File: src/rtl/hdmi_tx_pkg.sv
// Shared HDMI TX definitions: video period encoding and CTL patterns used by
// the timing generator and the per-channel encoder mux.
package hdmi_tx_pkg;

    typedef enum logic [1:0] {
        PeriodCtrl     = 2'b00,
        PeriodPreamble = 2'b01,
        PeriodGuard    = 2'b10,
        PeriodVideo    = 2'b11
    } period_t;

    localparam logic [3:0] CTL_VIDEO_PREAMBLE = 4'b0001;
    localparam logic [3:0] CTL_IDLE           = 4'b0000;

endpackage

File: src/rtl/wrap_counter.sv
// Modulo counter with synchronous load; count_next exposes the value the
// counter takes at the next edge so callers can register decoded outputs.
module wrap_counter #(
    parameter int unsigned Width    = 12,
    parameter int unsigned Modulus  = 800,
    parameter int unsigned ResetVal = 0
) (
    input  logic             clk,
    input  logic             n_rst,
    input  logic             inc,
    input  logic             load,
    input  logic [Width-1:0] load_val,
    output logic [Width-1:0] count,
    output logic [Width-1:0] count_next,
    output logic             wrap
);

    localparam logic [Width-1:0] Last = Width'(Modulus - 1);
    localparam logic [Width-1:0] Rst  = Width'(ResetVal);

    logic [Width-1:0] count_q, count_d;

    always_comb begin
        wrap = inc && (count_q == Last);
        if (load) begin
            count_d = load_val;
        end else if (wrap) begin
            count_d = '0;
        end else if (inc) begin
            count_d = count_q + Width'(1);
        end else begin
            count_d = count_q;
        end
    end

    always_ff @(posedge clk or negedge n_rst) begin
        if (!n_rst) begin
            count_q <= Rst;
        end else begin
            count_q <= count_d;
        end
    end

    assign count      = count_q;
    assign count_next = count_d;

endmodule

File: src/rtl/video_timing_generator.sv
// Raster timing for the HDMI TX path: h/v counters, DE, syncs and the HDMI
// video period sequence. All outputs are registered decodes of the next (h, v).
module video_timing_generator
    import hdmi_tx_pkg::*;
#(
    parameter int unsigned H_ACTIVE     = 640,
    parameter int unsigned H_FP         = 16,
    parameter int unsigned H_SYNC       = 96,
    parameter int unsigned H_BP         = 48,
    parameter int unsigned V_ACTIVE     = 480,
    parameter int unsigned V_FP         = 10,
    parameter int unsigned V_SYNC       = 2,
    parameter int unsigned V_BP         = 33,
    parameter logic        HSYNC_POL    = 1'b0,
    parameter logic        VSYNC_POL    = 1'b0,
    parameter int unsigned PREAMBLE_LEN = 8,
    parameter int unsigned GUARD_LEN    = 2,
    parameter int unsigned CW           = 12
) (
    input  logic          clk,
    input  logic          n_rst,
    input  logic          enable,
    output logic          de,
    output logic          hsync,
    output logic          vsync,
    output logic [1:0]    period,
    output logic [3:0]    ctl,
    output logic [CW-1:0] pixel_x,
    output logic [CW-1:0] pixel_y,
    output logic          frame_start
);

    localparam int unsigned H_TOTAL = H_ACTIVE + H_FP + H_SYNC + H_BP;
    localparam int unsigned V_TOTAL = V_ACTIVE + V_FP + V_SYNC + V_BP;

    localparam logic [CW-1:0] HActive    = CW'(H_ACTIVE);
    localparam logic [CW-1:0] HSyncStart = CW'(H_ACTIVE + H_FP);
    localparam logic [CW-1:0] HSyncEnd   = CW'(H_ACTIVE + H_FP + H_SYNC);
    localparam logic [CW-1:0] PreStart   = CW'(H_TOTAL - PREAMBLE_LEN - GUARD_LEN);
    localparam logic [CW-1:0] GuardStart = CW'(H_TOTAL - GUARD_LEN);
    localparam logic [CW-1:0] VActive    = CW'(V_ACTIVE);
    localparam logic [CW-1:0] VSyncStart = CW'(V_ACTIVE + V_FP);
    localparam logic [CW-1:0] VSyncEnd   = CW'(V_ACTIVE + V_FP + V_SYNC);
    localparam logic [CW-1:0] VLast      = CW'(V_TOTAL - 1);

    if (H_BP < PREAMBLE_LEN + GUARD_LEN) begin : g_err_bp
        $error("H_BP too short for preamble plus guard band");
    end
    if (CW < 32 && ((64'd1 << CW) <= 64'(H_TOTAL - 1) || (64'd1 << CW) <= 64'(V_TOTAL - 1)))
    begin : g_err_cw
        $error("CW too narrow for H_TOTAL/V_TOTAL");
    end

    logic [CW-1:0] h_cnt, h_nxt, v_cnt, v_nxt, nv;
    logic          h_wrap, v_wrap, nv_active;

    wrap_counter #(
        .Width    (CW),
        .Modulus  (H_TOTAL),
        .ResetVal (0)
    ) u_h_cnt (
        .clk        (clk),
        .n_rst      (n_rst),
        .inc        (enable),
        .load       (!enable),
        .load_val   ('0),
        .count      (h_cnt),
        .count_next (h_nxt),
        .wrap       (h_wrap)
    );

    // Disabled raster parks on the first front-porch line.
    wrap_counter #(
        .Width    (CW),
        .Modulus  (V_TOTAL),
        .ResetVal (V_ACTIVE)
    ) u_v_cnt (
        .clk        (clk),
        .n_rst      (n_rst),
        .inc        (h_wrap),
        .load       (!enable),
        .load_val   (VActive),
        .count      (v_cnt),
        .count_next (v_nxt),
        .wrap       (v_wrap)
    );

    logic       de_q, de_d, hsync_q, hsync_d, vsync_q, vsync_d, fs_q, fs_d;
    period_t    period_q, period_d;
    logic [3:0] ctl_q, ctl_d;

    always_comb begin
        nv        = (v_nxt == VLast) ? '0 : v_nxt + CW'(1);
        nv_active = nv < VActive;
        de_d      = (h_nxt < HActive) && (v_nxt < VActive);
        hsync_d   = ((h_nxt >= HSyncStart) && (h_nxt < HSyncEnd)) ? HSYNC_POL : ~HSYNC_POL;
        vsync_d   = ((v_nxt >= VSyncStart) && (v_nxt < VSyncEnd)) ? VSYNC_POL : ~VSYNC_POL;
        period_d  = PeriodCtrl;
        if (de_d) begin
            period_d = PeriodVideo;
        end else if (nv_active && (h_nxt >= PreStart) && (h_nxt < GuardStart)) begin
            period_d = PeriodPreamble;
        end else if (nv_active && (h_nxt >= GuardStart)) begin
            period_d = PeriodGuard;
        end
        ctl_d = (period_d == PeriodPreamble) ? CTL_VIDEO_PREAMBLE : CTL_IDLE;
        // v only wraps on an h wrap, so this marks the edge into (0, 0).
        fs_d  = v_wrap;
    end

    always_ff @(posedge clk or negedge n_rst) begin
        if (!n_rst) begin
            de_q     <= 1'b0;
            hsync_q  <= ~HSYNC_POL;
            vsync_q  <= ~VSYNC_POL;
            period_q <= PeriodCtrl;
            ctl_q    <= CTL_IDLE;
            fs_q     <= 1'b0;
        end else begin
            de_q     <= de_d;
            hsync_q  <= hsync_d;
            vsync_q  <= vsync_d;
            period_q <= period_d;
            ctl_q    <= ctl_d;
            fs_q     <= fs_d;
        end
    end

    assign de          = de_q;
    assign hsync       = hsync_q;
    assign vsync       = vsync_q;
    assign period      = period_q;
    assign ctl         = ctl_q;
    assign pixel_x     = h_cnt;
    assign pixel_y     = v_cnt;
    assign frame_start = fs_q;

endmodule

File: config.mk
export PLATFORM = sky130hd
export DESIGN_NAME = video_timing_generator
export DESIGN_NICKNAME = d
export VERILOG_FILES = /design/src/rtl/hdmi_tx_pkg.sv /design/src/rtl/wrap_counter.sv /design/src/rtl/video_timing_generator.sv
export SDC_FILE = /design/constraint.sdc
export NUM_CORES = 1
export LEC_CHECK = 0
export CORE_AREA = 2 2 64 66
export DETAILED_ROUTE_END_ITERATION = 10
export DIE_AREA = 0 0 66 68
export GPL_TIMING_DRIVEN = 0
export PLACE_DENSITY = 0.76
export SLEW_MARGIN = 20
export SYNTH_ARGS = -nofsm -noshare
export SYNTH_HDL_FRONTEND = slang
export SYNTH_HIERARCHICAL = 1
export SYNTH_SLANG_ARGS = --single-unit
File: constraint.sdc
create_clock -name clk -period 4.8 [get_ports clk]
set_clock_uncertainty 0.1 [all_clocks]
set_input_delay 1.2 -clock clk [delete_from_list [all_inputs] [get_ports clk]]
set_output_delay 1.2 -clock clk [all_outputs]
set_load 0.005 [all_outputs]
# After elaboration in Yosys (flattened, before gate mapping)
# Index checks and enable logic that the tools add are counted.
[word_totals]
regBits = 31
latchBits = 0
ram_bits = 0
rom_bits = 0
in_bits = 3
mem_count = 0
[classes]
add_sub_neg = 3
mul = 0
div = 0
magnitude_cmp = 10
n_eq_ne = 4
shifts = 0
n_mux = 12
bitwise = 0
reduce_logical = 8
[op_table]
columns = ["op", "n"]
rows = [
  ["$mux W12", 6],
  ["$add A12 B1 Y12 const B", 3],
  ["$eq A12 B10 Y1 const B", 3],
  ["$ge A12 B10 Y1 const B", 3],
  ["$lt A12 B10 Y1 const B", 3],
  ["$lt A12 B9 Y1 const B", 3],
  ["$ge A12 B9 Y1 const B", 1],
  ["$logic_and A1 B1 Y1", 8],
  ["$mux W2", 3],
  ["$mux W1", 3],
  ["$eq A2 B1 Y1 const B", 1],
]

# Logic depth before layout (Yosys ltp)
[logic_depth]
depth_word = 14
depth_mapped = 16
ltp_nobuf = 12

# Cells and area by module
# Netlist, hierarchy kept.
[modules_own_cells]
columns = ["module", "n_inst", "cells_per_inst", "area_each_um2", "seq_area_each_um2"]
rows = [
  ["wrap_counter at u_v_cnt", 1, 78, 758.2, 305.3],
  ["wrap_counter at u_h_cnt", 1, 74, 726.9, 300.3],
  ["video_timing_generator", 1, 47, 435.4, 177.7],
]

# Worst setup path after synthesis
# No wires, ideal clock.
[synth_path]
path_kind = "in2reg"
startpoint = "in enable"
endpoint = "reg period_q[0], in the netlist period[0]"
arrival_time_ns = 3.795
path_slack_ns = 0.802
path_stages = 15
path_buffers = 4
path_cell_list = "and4_1 buf_6 and4_4 buf_6 buf_4 and3_1 and4_1 buf_2 nor2_1 a22o_1 nor4_1 nand4_1 a2111oi_2 a211oi_1 o41ai_2"
[synth_between]
elab_chain_len = 11
word_cells_on_any_way = 20
[synth_rtl]
columns = ["element", "line", "rtl"]
rows = [
  ["from (decl)", "video_timing_generator.sv:22", "input logic enable,"],
  ["$logic_and A1 B1 Y1 *", "wrap_counter.sv:24", "wrap = inc && (count_q == Last);"],
  ["named net h_wrap", "video_timing_generator.sv:55", "logic h_wrap, v_wrap, nv_active;"],
  ["$logic_and A1 B1 Y1 *", "wrap_counter.sv:24", ""],
  ["named net fs_d", "video_timing_generator.sv:88", "logic de_q, de_d, hsync_q, hsync_d, vsync_q, vsync_d, fs_q, fs_d;"],
  ["$mux W12 *", "wrap_counter.sv:27", "end else if (wrap) begin"],
  ["$mux W12 *", "wrap_counter.sv:25", "if (load) begin"],
  ["named net v_nxt[4]", "video_timing_generator.sv:54", "logic [CW-1:0] h_cnt, h_nxt, v_cnt, v_nxt, nv;"],
  ["$add A12 B1 Y12 / $eq A12 B10 Y1 (equally long branches)", "video_timing_generator.sv:93", "nv = (v_nxt == VLast) ? '0 : v_nxt + CW'(1);"],
  ["$mux W12", "video_timing_generator.sv:93", ""],
  ["$lt A12 B9 Y1", "video_timing_generator.sv:94", "nv_active = nv < VActive;"],
  ["$logic_and A1 B1 Y1 (2 in a row)", "video_timing_generator.sv:101", "end else if (nv_active && (h_nxt >= PreStart) && (h_nxt < GuardStart)) begin"],
  ["$mux W2", "video_timing_generator.sv:101", ""],
  ["$mux W2 *", "video_timing_generator.sv:99", "if (de_d) begin"],
  ["named net period_d[0]", "video_timing_generator.sv:89", "period_t period_q, period_d;"],
  ["to (signal assigned)", "video_timing_generator.sv:116", "period_q <= PeriodCtrl;"],
  ["to (signal assigned)", "video_timing_generator.sv:123", "period_q <= period_d;"],
  ["to (decl)", "video_timing_generator.sv:89", ""],
]
# Mark *: on every way through the listed nets, which the timed path passes. The rest lies on a longest branch.

# Worst setup path in the final report
# Same ends and word-level chain as after synthesis.

==> run_results.csv <==
group,metric,value,unit
synthesis,synthTopCellsByCount,"32 x nand2_1, 25 x dfrtp_1, 13 x xnor2_1",
clock_tree,htreeDepth,2,
critical_path,rr_worst_depth,14,
global_routing,grt_pass1_vias,1460,
power_and_ir_drop,power.density,268,mW/mm^2
route,num_vias,1622,
floorplanning,io_pins,37,
timing,max_freq,0.232,GHz
timing,min_period,4.32,ns
global_routing,grt_start_max_net_pins,32,
timing,drv_slew,0,
floorplanning,core_area,0.00386,sq mm
route,ant_nets,0,
synthesis,synth-async-reset-ratio,1.00,
synthesis,synth_area_leader_cell,"dfrtp_1",
clock_tree,cts_tree,"yes",
global_routing,grt_pass1_wl,7210,um
floorplanning,initial_core_util,0.498,
route,dr.pass1.iters,4,
critical_path,crit_type,"input pin to register",
timing,post-route-period-util,0.900,
global_routing,antenna_found_initial,0,
finish,stdcell_area,0.00249,sq mm
timing,worst_slew_pin_slew,0.688,ns
global_routing,grt-ovfl-total,0,
placed_design,gp_congestion,0.854,
clock_tree,cts_inserted_buffers,5,
finish,stdcell_count,315,
floorplanning,fp.dieArea,0.00449,sq mm
timing,fin_ws,0.481,ns
run,drv_cap,0,
critical_path,cp-end-kind,"register",
floorplanning,rows,23,
floorplanning,die_height,68,um
critical_path,critical_path.max_fanout,7,
route,routed_wl,4290,um
finish,area_growth,29.4,%
critical_path,crit_arrival,4.40,ns
critical_path,r2r_slack,1.02,ns
critical_path,critPathLaunchType,"input pin",
clock_tree,cts_sinks,31,
synthesis,yosysWarnings,6,
synthesis,syn_inst,199,
route,wl_per_cell,13.6,um
route,drt_iter0_markers,88,
clock_tree,clk_pin_slew,0.06,ns
timing,grt_setup_unrepaired,"no",
clock_tree,cts_root_buffer,"clkbuf_8",
min_path,holdPathStages,2,
floorplanning,die_w,66,um
synthesis,synth_top_area_frac,0.326,
synthesis,ys_seq_elements,31,
power_and_ir_drop,power,0.666,mW
synthesis,synth_area_per_cell,9.65,sq um
clock_tree,clock_latency,0.28,ns
finish,layout-drive-gt1-share,0.140,
status,status,"finished clean",
placed_design,dpl_cell_area,0.00240,sq mm
synthesis,ys.flop_type,"dfrtp_1",
placed_design,dpl.hpwl,3210,um
finish,num_antenna_cells,0,
critical_path,required,4.88,ns
synthesis,synth_edf_count,0,
synthesis,ys_types,44,
timing,slew_headroom,0.541,
placed_design,placed_cells,307,
synthesis,synthTopCellsByArea,"dfrtp_1 33%, dfstp_2 8.2%, nand2_1 6.3%",
power_and_ir_drop,p_leak,1.05,nW
synthesis,synth.most_common_cell,"nand2_1",
placed_design,port_buffers,33,
power_and_ir_drop,ir_drop,0.174,mV
route,viasPerCell,5.15,
clock_tree,cts_setup_buffers,0,
timing,fin_setup_tns,0,ns
synthesis,synth_area,0.00192,sq mm
finish,final_nets,270,
global_routing,grt_util_all_layers,0.215,
timing,setup_viol,0,
route,drc,0,
timing,final_hold_viol_count,0,
min_path,hp-class,"register to register",
placed_design,pre_cts_ws,-0.181,ns
synthesis,synth.yosys.seq_area_share,0.408,
clock_tree,cts.path.max_buffers,2,
-- worst max-delay path, cell delays in order --
cell and delay [ns]:
dlymetal6s2s_1 0.22, and4_1 0.26, buf_6 0.12, and4_4 0.21, buf_6 0.11, buf_4 0.16, and3_1 0.18, and4_1 0.18
buf_2 0.17, nor2_1 0.08, a22o_1 0.24, nor4_1 0.23, nand4_1 0.14, a2111oi_2 0.40, a211oi_1 0.14, o41ai_2 0.35
-- cell families after synthesis --
| logic type | Yosys count | share of synthesized area |
|---|---|---|
| AOI/OAI and AO/OA | 31 | 0.120 |
| xor gates and xnor gates | 23 | 0.105 |
| adders and majority gates | 3 | 0.0195 |
| buffers and inverters | 18 | 0.0515 |
| DFF | 31 | 0.408 |
| muxes | 3 | 0.0163 |
| other | 2 | 0.00391 |
| and+or+nand+nor | 88 | 0.276 |
-- path summary, 6_finish.rpt --
check | to | start
max | period[0] | enable
min | u_h_cnt/count[11] | u_h_cnt/count[11]
max reg2reg | period[0] | u_h_cnt/count[0]
min reg2reg | u_h_cnt/count[11] | u_h_cnt/count[11]
max in group asynchronous | u_h_cnt/count[5] | n_rst
min in group asynchronous | u_h_cnt/count[0] | n_rst
-- metrics by stage --
step | util | hold WS, ns
2_1_floorplan | - | 0.515
3_3_place_gp | 0.624 | 0.544
3_5_place_dp | 0.623 | 0.561
4_1_cts | 0.644 | 0.571
5_1_grt | 0.645 | 0.595
6_report | 0.645 | 0.569
-- where the power goes --
| part | internal, mW | switching (mW) | total (mW) |
|---|---|---|---|
| sequential | 0.286 | 0.0322 | 0.318 |
| clock | 0.102 | 0.0927 | 0.194 |
| combinational | 0.0773 | 0.0759 | 0.153 |
-- metal layers --
metal | global-route usage | vias up | part of all wire
met1 | 0.316 | 763 | 0.48
met4 | 0.0689 | 0 | 0.012
met2 | 0.321 | 43 | 0.45
li1 | - | 812 | -
met5 | 0 | - | 0
met3 | 0.0428 | 4 | 0.052
-- placed cells by master (no fill, tap or decap), types with 6 or more instances in the layout --
cell and count:
clkdlybuf4s50_1 31, nand3_1 12, xor2_1 10, conb_1 27, dfrtp_1 25, dfstp_2 6
inv_1 7, nor2_1 6, o21ai_1 7, nand2_1 32, o31ai_1 7, xnor2_1 13
nor3_1 7, clkbuf_1 6
-- cell type report --
type / instances / area, sq um
fillers: 338 / 1370
multi-input cells: 175 / 1130
flip-flops and latches: 31 / 783
repair buffers: 33 / 328
clock buffers: 7 / 76.3
plain buffers: 11 / 72.6
well taps: 50 / 62.6
inverters: 7 / 26.3
clock inverters: 1 / 5.00
-- state kept, by name, indices dropped and copies added, names as in the netlist --
register       flops
vsync              1
u_h_cnt/count     12
frame_start        1
de                 1
period             2
ctl                1
u_v_cnt/count     12
hsync              1
-- repair_timing --
action                                  4_1_cts  5_1_grt
resized for setup                             0        1
endpoints found under the hold margin         0        0
hold buffers                                  0        0
endpoints found under the setup margin        0        2
No activity file was read; power rests on OpenSTA's default activity.
